===== config.mk =====
export PLATFORM = sky130hd
export DESIGN_NAME = dmem_stage
export DESIGN_NICKNAME = d
export VERILOG_FILES = /design/src/rtl/dmem_stage_pkg.sv /design/src/rtl/dmem_stage_lsu_align.sv /design/src/rtl/dmem_stage.sv
export SDC_FILE = /design/constraint.sdc
export NUM_CORES = 1
export LEC_CHECK = 0
export CAP_MARGIN = 20
export CORE_UTILIZATION = 35
export CTS_BUF_LIST = sky130_fd_sc_hd__clkbuf_8 sky130_fd_sc_hd__clkbuf_16
export DETAILED_ROUTE_END_ITERATION = 8
export PLACE_DENSITY = 0.75
export SLEW_MARGIN = 25
export SYNTH_ARGS = -nofsm -noshare
export SYNTH_HDL_FRONTEND = slang
export SYNTH_SLANG_ARGS = --single-unit

===== constraint.sdc =====
create_clock -name clk_i -period 6.3 [get_ports clk_i]
set_clock_uncertainty 0.05 [all_clocks]
set_input_delay 1.26 -clock clk_i [delete_from_list [all_inputs] [get_ports clk_i]]
set_output_delay 1.26 -clock clk_i [all_outputs]
set_load 0.005 [all_outputs]

===== src/rtl/dmem_stage_pkg.sv =====
// Shared encodings for the data-memory pipeline stage: opcodes, func3 codes,
// FSM states and writeback exception codes.
package dmem_stage_pkg;

   localparam int CPU_WIDTH = 32;
   localparam int REG_WIDTH = 5;

   localparam logic [6:0] OP_LOAD   = 7'b0000011;
   localparam logic [6:0] OP_STORE  = 7'b0100011;
   localparam logic [6:0] OP_ALU    = 7'b0110011;
   localparam logic [6:0] OP_BRANCH = 7'b1100011;

   localparam logic [2:0] F3_B  = 3'b000;
   localparam logic [2:0] F3_H  = 3'b001;
   localparam logic [2:0] F3_W  = 3'b010;
   localparam logic [2:0] F3_BU = 3'b100;
   localparam logic [2:0] F3_HU = 3'b101;

   localparam logic [1:0] EXC_NONE     = 2'b00;
   localparam logic [1:0] EXC_MISALIGN = 2'b01;
   localparam logic [1:0] EXC_TIMEOUT  = 2'b10;
   localparam logic [1:0] EXC_ILLEGAL  = 2'b11;

   typedef enum logic [1:0] {
      ST_IDLE = 2'b00,
      ST_REQ  = 2'b01,
      ST_WAIT = 2'b10
   } state_t;

   function automatic logic writes_rd(input logic [6:0] op);
      return !(op == OP_STORE || op == OP_BRANCH);
   endfunction

endpackage


===== src/rtl/dmem_stage_lsu_align.sv =====
// Combinational load/store lane logic: store replication and strobes, load
// lane extraction with extension, and misalignment / illegal-func3 detection.
module lsu_align
   import dmem_stage_pkg::*;
(
   input  logic                 is_store,
   input  logic [2:0]           func3,
   input  logic [1:0]           offset,
   input  logic [CPU_WIDTH-1:0] store_data,
   input  logic [CPU_WIDTH-1:0] load_word,
   output logic [CPU_WIDTH-1:0] lane_data,
   output logic [3:0]           strobe,
   output logic [CPU_WIDTH-1:0] load_data,
   output logic                 misaligned,
   output logic                 illegal
);

   logic [7:0]  bytes [4];
   logic [7:0]  sel_byte;
   logic [15:0] sel_half;

   for (genvar gi = 0; gi < 4; gi++) begin : g_bytes
      assign bytes[gi] = load_word[8*gi +: 8];
   end

   assign sel_byte = bytes[offset];
   assign sel_half = offset[1] ? load_word[31:16] : load_word[15:0];

   always_comb begin
      illegal    = is_store ? (func3 >= 3'b011)
                            : (func3 == 3'b011 || func3 == 3'b110 || func3 == 3'b111);
      misaligned = 1'b0;
      if (!illegal) begin
         case (func3[1:0])
            2'b01:   misaligned = offset[0];
            2'b10:   misaligned = |offset;
            default: misaligned = 1'b0;
         endcase
      end
   end

   always_comb begin
      case (func3[1:0])
         2'b00: begin
            lane_data = {4{store_data[7:0]}};
            strobe    = 4'b0001 << offset;
         end
         2'b01: begin
            lane_data = {2{store_data[15:0]}};
            strobe    = offset[1] ? 4'b1100 : 4'b0011;
         end
         default: begin
            lane_data = store_data;
            strobe    = 4'b1111;
         end
      endcase
   end

   always_comb begin
      case (func3)
         F3_B:    load_data = {{24{sel_byte[7]}}, sel_byte};
         F3_BU:   load_data = {24'h0, sel_byte};
         F3_H:    load_data = {{16{sel_half[15]}}, sel_half};
         F3_HU:   load_data = {16'h0, sel_half};
         default: load_data = load_word;
      endcase
   end

endmodule


===== src/rtl/dmem_stage.sv =====
// Memory pipeline stage: drives a req/gnt/rvalid data bus for loads and stores,
// stalls upstream while busy, and registers the writeback bundle.
module dmem_stage
   import dmem_stage_pkg::*;
#(
   parameter int DMEM_TIMEOUT = 255
) (
   input  logic                 clk_i,
   input  logic                 rst_n_i,
   input  logic                 M_valid_i,
   input  logic [6:0]           M_opcode_i,
   input  logic [2:0]           M_func3_i,
   input  logic [REG_WIDTH-1:0] M_rd_i,
   input  logic [CPU_WIDTH-1:0] M_valE_i,
   input  logic [CPU_WIDTH-1:0] M_valB_i,
   output logic                 m_stall_o,
   output logic                 dmem_req_o,
   output logic                 dmem_we_o,
   output logic [31:0]          dmem_addr_o,
   output logic [31:0]          dmem_wdata_o,
   output logic [3:0]           dmem_wstrb_o,
   input  logic                 dmem_gnt_i,
   input  logic                 dmem_rvalid_i,
   input  logic [31:0]          dmem_rdata_i,
   output logic                 W_valid_o,
   output logic                 W_wen_o,
   output logic [4:0]           W_rd_o,
   output logic [31:0]          W_data_o,
   output logic [1:0]           W_exc_o
);

   localparam int CNT_W = $clog2(DMEM_TIMEOUT + 1);

   state_t               state_reg, state_next;
   logic [CNT_W-1:0]     cnt_reg;
   logic [CPU_WIDTH-1:0] addr_reg, wdata_reg;
   logic [2:0]           func3_reg;
   logic [REG_WIDTH-1:0] rd_reg;
   logic                 is_store_reg, req_reg, we_reg;
   logic [3:0]           wstrb_reg;

   logic                 w_valid_next, w_wen_next;
   logic [REG_WIDTH-1:0] w_rd_next;
   logic [CPU_WIDTH-1:0] w_data_next;
   logic [1:0]           w_exc_next;

   logic idle, m_is_load, m_is_store, mem_op, bad, start;
   logic gnt_hit, rvalid_hit, done, abort;
   logic                 lsu_is_store, lsu_misaligned, lsu_illegal;
   logic [2:0]           lsu_func3;
   logic [1:0]           lsu_offset;
   logic [CPU_WIDTH-1:0] lsu_lane_data, lsu_load_data;
   logic [3:0]           lsu_strobe;

   assign idle       = (state_reg == ST_IDLE);
   assign m_is_load  = (M_opcode_i == OP_LOAD);
   assign m_is_store = (M_opcode_i == OP_STORE);
   assign mem_op     = M_valid_i & (m_is_load | m_is_store);

   // In IDLE the aligner judges the incoming instruction; afterwards it decodes the latched one.
   assign lsu_is_store = idle ? m_is_store    : is_store_reg;
   assign lsu_func3    = idle ? M_func3_i     : func3_reg;
   assign lsu_offset   = idle ? M_valE_i[1:0] : addr_reg[1:0];

   lsu_align u_align (
      .is_store   (lsu_is_store),
      .func3      (lsu_func3),
      .offset     (lsu_offset),
      .store_data (M_valB_i),
      .load_word  (dmem_rdata_i),
      .lane_data  (lsu_lane_data),
      .strobe     (lsu_strobe),
      .load_data  (lsu_load_data),
      .misaligned (lsu_misaligned),
      .illegal    (lsu_illegal)
   );

   assign bad        = lsu_illegal | lsu_misaligned;
   assign start      = idle & mem_op & ~bad;
   assign gnt_hit    = (state_reg == ST_REQ) & dmem_gnt_i;
   assign rvalid_hit = (state_reg == ST_WAIT) & dmem_rvalid_i;
   assign done       = (gnt_hit & is_store_reg) | rvalid_hit;
   assign abort      = ~idle & (cnt_reg >= CNT_W'(DMEM_TIMEOUT - 1)) & ~gnt_hit & ~rvalid_hit;
   assign m_stall_o  = rst_n_i & (start | (~idle & ~done & ~abort));

   always_ff @(posedge clk_i or negedge rst_n_i) begin
      if (!rst_n_i) state_reg <= ST_IDLE;
      else          state_reg <= state_next;
   end

   always_comb begin
      state_next = state_reg;
      case (state_reg)
         ST_IDLE: if (start) state_next = ST_REQ;
         ST_REQ: begin
            if (abort)        state_next = ST_IDLE;
            else if (gnt_hit) state_next = is_store_reg ? ST_IDLE : ST_WAIT;
         end
         ST_WAIT: if (rvalid_hit || abort) state_next = ST_IDLE;
         default: state_next = ST_IDLE;
      endcase
   end

   always_comb begin
      w_valid_next = 1'b0;
      w_wen_next   = 1'b0;
      w_rd_next    = '0;
      w_data_next  = '0;
      w_exc_next   = EXC_NONE;
      case (state_reg)
         ST_IDLE: begin
            if (!mem_op) begin
               w_valid_next = M_valid_i;
               w_wen_next   = M_valid_i & writes_rd(M_opcode_i) & (M_rd_i != '0);
               w_rd_next    = M_rd_i;
               w_data_next  = M_valE_i;
            end else if (bad) begin
               w_valid_next = 1'b1;
               w_rd_next    = M_rd_i;
               w_data_next  = M_valE_i;
               w_exc_next   = lsu_illegal ? EXC_ILLEGAL : EXC_MISALIGN;
            end
         end
         ST_REQ, ST_WAIT: begin
            if (abort) begin
               w_valid_next = 1'b1;
               w_rd_next    = rd_reg;
               w_exc_next   = EXC_TIMEOUT;
            end else if (done) begin
               w_valid_next = 1'b1;
               w_rd_next    = rd_reg;
               w_wen_next   = ~is_store_reg & (rd_reg != '0);
               w_data_next  = is_store_reg ? addr_reg : lsu_load_data;
            end
         end
         default: ;
      endcase
   end

   always_ff @(posedge clk_i or negedge rst_n_i) begin
      if (!rst_n_i) begin
         req_reg      <= 1'b0;
         we_reg       <= 1'b0;
         wstrb_reg    <= '0;
         addr_reg     <= '0;
         wdata_reg    <= '0;
         func3_reg    <= '0;
         rd_reg       <= '0;
         is_store_reg <= 1'b0;
         cnt_reg      <= '0;
      end else begin
         if (start) begin
            req_reg      <= 1'b1;
            we_reg       <= m_is_store;
            wstrb_reg    <= m_is_store ? lsu_strobe : 4'b0000;
            addr_reg     <= M_valE_i;
            wdata_reg    <= lsu_lane_data;
            func3_reg    <= M_func3_i;
            rd_reg       <= M_rd_i;
            is_store_reg <= m_is_store;
         end else if (state_reg == ST_REQ && state_next != ST_REQ) begin
            req_reg   <= 1'b0;
            we_reg    <= 1'b0;
            wstrb_reg <= '0;
         end
         if (start)      cnt_reg <= '0;
         else if (!idle) cnt_reg <= cnt_reg + 1'b1;
      end
   end

   always_ff @(posedge clk_i or negedge rst_n_i) begin
      if (!rst_n_i) begin
         W_valid_o <= 1'b0;
         W_wen_o   <= 1'b0;
         W_rd_o    <= '0;
         W_data_o  <= '0;
         W_exc_o   <= EXC_NONE;
      end else begin
         W_valid_o <= w_valid_next;
         W_wen_o   <= w_wen_next;
         W_rd_o    <= w_rd_next;
         W_data_o  <= w_data_next;
         W_exc_o   <= w_exc_next;
      end
   end

   assign dmem_req_o   = req_reg;
   assign dmem_we_o    = we_reg;
   assign dmem_wstrb_o = wstrb_reg;
   assign dmem_addr_o  = {addr_reg[31:2], 2'b00};
   assign dmem_wdata_o = wdata_reg;

endmodule


==> After elaboration in Yosys (flattened, before gate mapping) <==
Cells that the tools add are included.
{ "word_totals": {"register_bits": 130, "output_inout_bits": 112} }
{ "op_classes": {"n_addsub": 1, "order_cmp": 3, "eq_ne": 15, "n_shift": 1, "muxes": 53, "bitwise": 27, "n_reduce_logical": 14} }
{ "op_table": {"columns": ["cell", "n"], "rows": [
  ["$mux W32", 5],
  ["$pmux W32 S2", 2],
  ["$pmux W32 S4", 1],
  ["$mux W8", 4],
  ["$mux W2", 10],
  ["$mux W5", 4],
  ["$bmux W8 S2", 1],
  ["$mux W16", 1],
  ["$mux W4", 4],
  ["$and A1 B1 Y1", 15],
  ["$mux W1", 13],
  ["$eq A3 B3 Y1 const B", 4],
  ["$pmux W5 S2", 1],
  ["$reduce_bool A5 Y1", 2],
  ["$add A8 B1 Y8 const B", 1],
  ["$ge A8 B8 Y1 const B", 1],
  ["$pmux W4 S2", 1],
  ["$eq A7 B2 Y1 const B", 1],
  ["$eq A7 B6 Y1 const B", 1],
  ["$eq A7 B7 Y1 const B", 1],
  ["$not A1 Y1", 7],
  ["$pmux W1 S2", 3],
  ["$pmux W2 S3", 1],
  ["$eq A2 B1 Y1 const B", 2],
  ["other kinds (18)", 28]
]} }

==> Longest topological paths before layout <==
{ "logic_depth": {"ltp_word": 16, "depth_mapped": 16, "ltp_nobuf": 10} }

==> Cells and area by module <==
From an unflattened synthesis, not the netlist that was laid out.
{ "unflattened": {"cells_unflattened": 693, "hier_area_um2": 7398.3} }
{ "by_module_without_submodules": {"columns": ["module", "n_inst", "cells_per_inst", "area_each_um2", "seq_area_each_um2"], "rows": [
  ["dmem_stage", 1, 479, 6112.1, 3253.1],
  ["lsu_align", 1, 214, 1286.2, 0.0]
]} }

==> Worst setup path before layout <==
No wires, ideal clock.
{ "synth_path": {"path_type": "input -> output", "startpoint": "in M_func3_i[1]", "endpoint": "out m_stall_o", "arrival_time_ns": 3.191, "path_slack_ns": 1.799, "path_stages": 9, "path_cell_list": "mux2i_1 -> inv_2 -> buf_1 -> ha_1 -> a31oi_1 -> o2111ai_1 -> nor3_1 -> nand2_1 -> a21boi_0"} }
{ "synth_via": {"elab_chain_len": 11, "word_cells_on_any_way": 17} }
{ "synth_rtl": {"columns": ["element", "line", "source"], "rows": [
  ["start: declaration", "dmem_stage.sv:12", "input logic [2:0] M_func3_i,"],
  ["$mux W3 (*)", "dmem_stage.sv:62", "assign lsu_func3 = idle ? M_func3_i : func3_reg;"],
  ["parallel branches: the longest is 5 deep, another holds $ge A3 B2 Y1", null, null],
  ["$or A1 B1 Y1 (*)", "dmem_stage.sv:78", "assign bad = lsu_illegal | lsu_misaligned;"],
  ["$not A1 Y1 (*)", "dmem_stage.sv:79", "assign start = idle & mem_op & ~bad;"],
  ["$and A1 B1 Y1 (*)", "dmem_stage.sv:79", null],
  ["$or A1 B1 Y1 (*)", "dmem_stage.sv:84", "assign m_stall_o = rst_n_i & (start | (~idle & ~done & ~abort));"],
  ["$and A1 B1 Y1 (*)", "dmem_stage.sv:84", null],
  ["end: declaration", "dmem_stage.sv:16", "output logic m_stall_o,"]
]} }
Mark *: on every way between the ends.

==> Worst setup path in the final report <==
Ends and elaborated chain as after synthesis.

==> impl_metrics.yaml <==
run_status:
  status: "completed"
power_and_ir_drop:
  clkPwrFrac: 0.324
  p_per_area_nw_per_um2: 351.4
  switching_share: 0.3169
  p_seq_frac: 0.326
  leakagePower_nw: 4.222
  p_int_mw: 2.420
  p_sw_mw: 1.123
  ir_drop_mv: 0.1851
  combPwrFrac: 0.350
grt:
  grt.total_usage: 0.2343
  top_usage_layer: "met2"
  met2_usage: 0.3722
  use_met1: 0.2886
  grt_pass1_vias: 6439
  antenna_found_initial: 3
  grt_max_degree: 73
  grt_pass1_wl_mm: 36.14
  grtUsageMet3: 0.07550
  grt.overflow.total: 0
clocking:
  cts_buffers: 17
  clock_latency_ns: 0.42
  cts_resized: 0
  htreeDepth: 4
  cts.sinks: 130
  cts_root_buffer: "clkbuf_16"
  ctsHoldBuffers: 0
  tritoncts: "yes"
  cts_setup_buffers: 0
  clockBufferDepth: 2
  clk_pin_slew_worst_paths_ns: 0.06
placed_design:
  gp_congestion: 0.8459
  io_buffers: 225
  post-place-cells: 1163
  dp.final_hpwl_mm: 17.12
drt:
  wl_per_cell_um: 20.24
  routed_via_density: 5.525
  detail-route-antenna-nets: 0
  drt_pass1_iterations: 5
  drtIter0Drc: 529
  vias: 6613
  wl_mm: 24.23
  drc_errors: 0
setup_path:
  cp.required_ns: 4.99
  end_kind: "output pin"
  reg2reg_slack_ns: 2.26
  ff2ff_path_depth: 11
  critPathKind: "in2out"
  crit_start: "M_func3_i[1]"
  worstPathArrival_ns: 4.17
  critical_path_peak_fanout: 16
  timing.rr.end: "dmem_wdata_o[16]$_DFFE_PN0P_"
  timing.rr.start: "state_reg[1]$_DFF_PN0_"
  start_kind: "primary input"
synth:
  syn-cell-area_um2: 7084
  syn_avg_cell_area_um2: 9.548
  ys_types: 68
  seq_area_frac_synth: 0.4592
  synthCells: 742
  synth_edf_count: 0
  ys_warn_count: 0
  ys_seq_elements: 130
  synthArstFlopShare: 1.000
  ys.flop_type: "dfrtp_1"
timing:
  fmaxAchievable_ghz: 0.1826
  final.min_clock_period_ns: 5.477
  setup_viol: 0
  slew_headroom: 0.3888
  worstMarginPinSlew_ns: 0.9168
  finalSetupTns_ns: 0
  finalHoldViolations: 0
  rsz0062_at_grt: "no"
  finalMaxSlewViolations: 0
  finalCritPeriodShare: 0.8694
die:
  io_pins: 228
  die-height_um: 144.3
  fp.dieArea_um2: 20810
  floorplan.rows: 51
  dieWidth_um: 144.3
  core_area_um2: 19650
  start_util: 0.3605
layout:
  fin_cells: 1197
  drive_above_1_share: 0.07312
  syn_to_final_growth_pct: 42.28
  fin_nets: 1044
  final_common_cell: "clkdlybuf4s50_1"
  final_cell_mix: "clkdlybuf4s50_1 (224), nand2_1 (147), dfrtp_1 (130)"
worst_hold_path:
  holdPathEnd: "dmem_wdata_o[4]$_DFFE_PN0P_"
  min_from: "dmem_wdata_o[4]$_DFFE_PN0P_"
  whs_path_depth: 2
  hold_path_class: "reg2reg"
run:
  maxCapViolations: 0
routing by layer:
layer / part of all wire / wire length, µm
met4: 0.031 / 753
met2: 0.46 / 11120
met1: 0.41 / 9894
met5: 0.00045 / 11
met3: 0.10 / 2456
synth_stat cells, types with 12 or more instances:
| cell type | number | share of area |
|---|---|---|
| buf_4 | 32 | 0.034 |
| nand2_1 | 147 | 0.078 |
| o21ai_1 | 33 | 0.023 |
| o21ai_0 | 20 | 0.014 |
| a21oi_1 | 37 | 0.026 |
| buf_2 | 13 | 0.0092 |
| mux2i_1 | 17 | 0.024 |
| mux2_1 | 22 | 0.035 |
| o211ai_1 | 16 | 0.017 |
| dfrtp_1 | 130 | 0.46 |
| o2bb2ai_1 | 31 | 0.038 |
| nor2_1 | 20 | 0.011 |
| clkbuf_1 | 34 | 0.018 |
| a222oi_1 | 15 | 0.021 |
| nor3_1 | 12 | 0.0085 |
how the worst max path moves through the flow:
| stage | end | slack, ns | cells past startpoint |
|---|---|---|---|
| finish | m_stall_o | 0.82 | 10 |
| global route | m_stall_o | 0.65 | 10 |
| CTS | m_stall_o | 0.84 | 10 |
| detailed placement | m_stall_o | 0.87 | 10 |
| global placement | m_stall_o | 0.88 | 10 |
| floorplan | m_stall_o | 1.80 | 9 |
critical path, cell delays in order:
cell             delay, ns
clkdlybuf4s50_1       0.46
mux2i_4               0.42
inv_2                 0.11
ha_1                  0.25
a31oi_1               0.22
o2111ai_1             0.25
nor3_1                0.33
nand2_1               0.10
a21boi_0              0.22
clkdlybuf4s50_1       0.55
cell families (layout without fill, tap and decap cells):
family / after synthesis / after routing / share of synthesized area
AND/OR/NAND/NOR: 229 / 229 / 0.1431
other: 1 / 4 / 0.0005293
adder cells (fa/ha/maj): 10 / 10 / 0.01766
buffers and inverters: 96 / 283 / 0.07329
multiplexers: 46 / 46 / 0.07347
AO/OA/AOI/OAI: 224 / 224 / 0.2254
flip-flops: 130 / 130 / 0.4592
XOR/XNOR: 6 / 6 / 0.007418
power by group through the flow:
stage | combinational [mW] | clock, mW | sequential (mW)
after global placement | 1.21 | 0 | 1.16
final | 1.24 | 1.15 | 1.15
after detailed placement | 1.23 | 0 | 1.16
after CTS | 1.24 | 1.17 | 1.15
after floorplan | 0.617 | 0 | 1.15
after global routing | 1.34 | 1.21 | 1.18
cell type report:
type                            instances  area (µm²)
Fill cell                            1826        9574
Multi-Input combinational cell        517        3377
Sequential cell                       130        3253
Timing Repair Buffer                  240        2386
Clock buffer                           19       452.9
Tap cell                              265       331.6
Clock inverter                         12       229.0
Inverter                               12       45.04
Antenna cell                            2       5.005
through the flow:
stage          utilization  worst slack (ns)  hold slack, ns  instance area (µm²)  power, mW
5_1_grt             0.5129            0.6462          0.4413                10080      3.728
3_5_place_dp        0.4757            0.8665          0.4058                 9350      2.392
3_3_place_gp        0.4750            0.8842          0.4001                 9336      2.373
4_1_cts             0.5104            0.8415          0.4179                10030      3.554
2_1_floorplan            -             1.799          0.3848                 7088      1.766
6_report            0.5129            0.8227          0.4154                10080      3.542
Note: power is estimated with default switching activity, not from simulation.
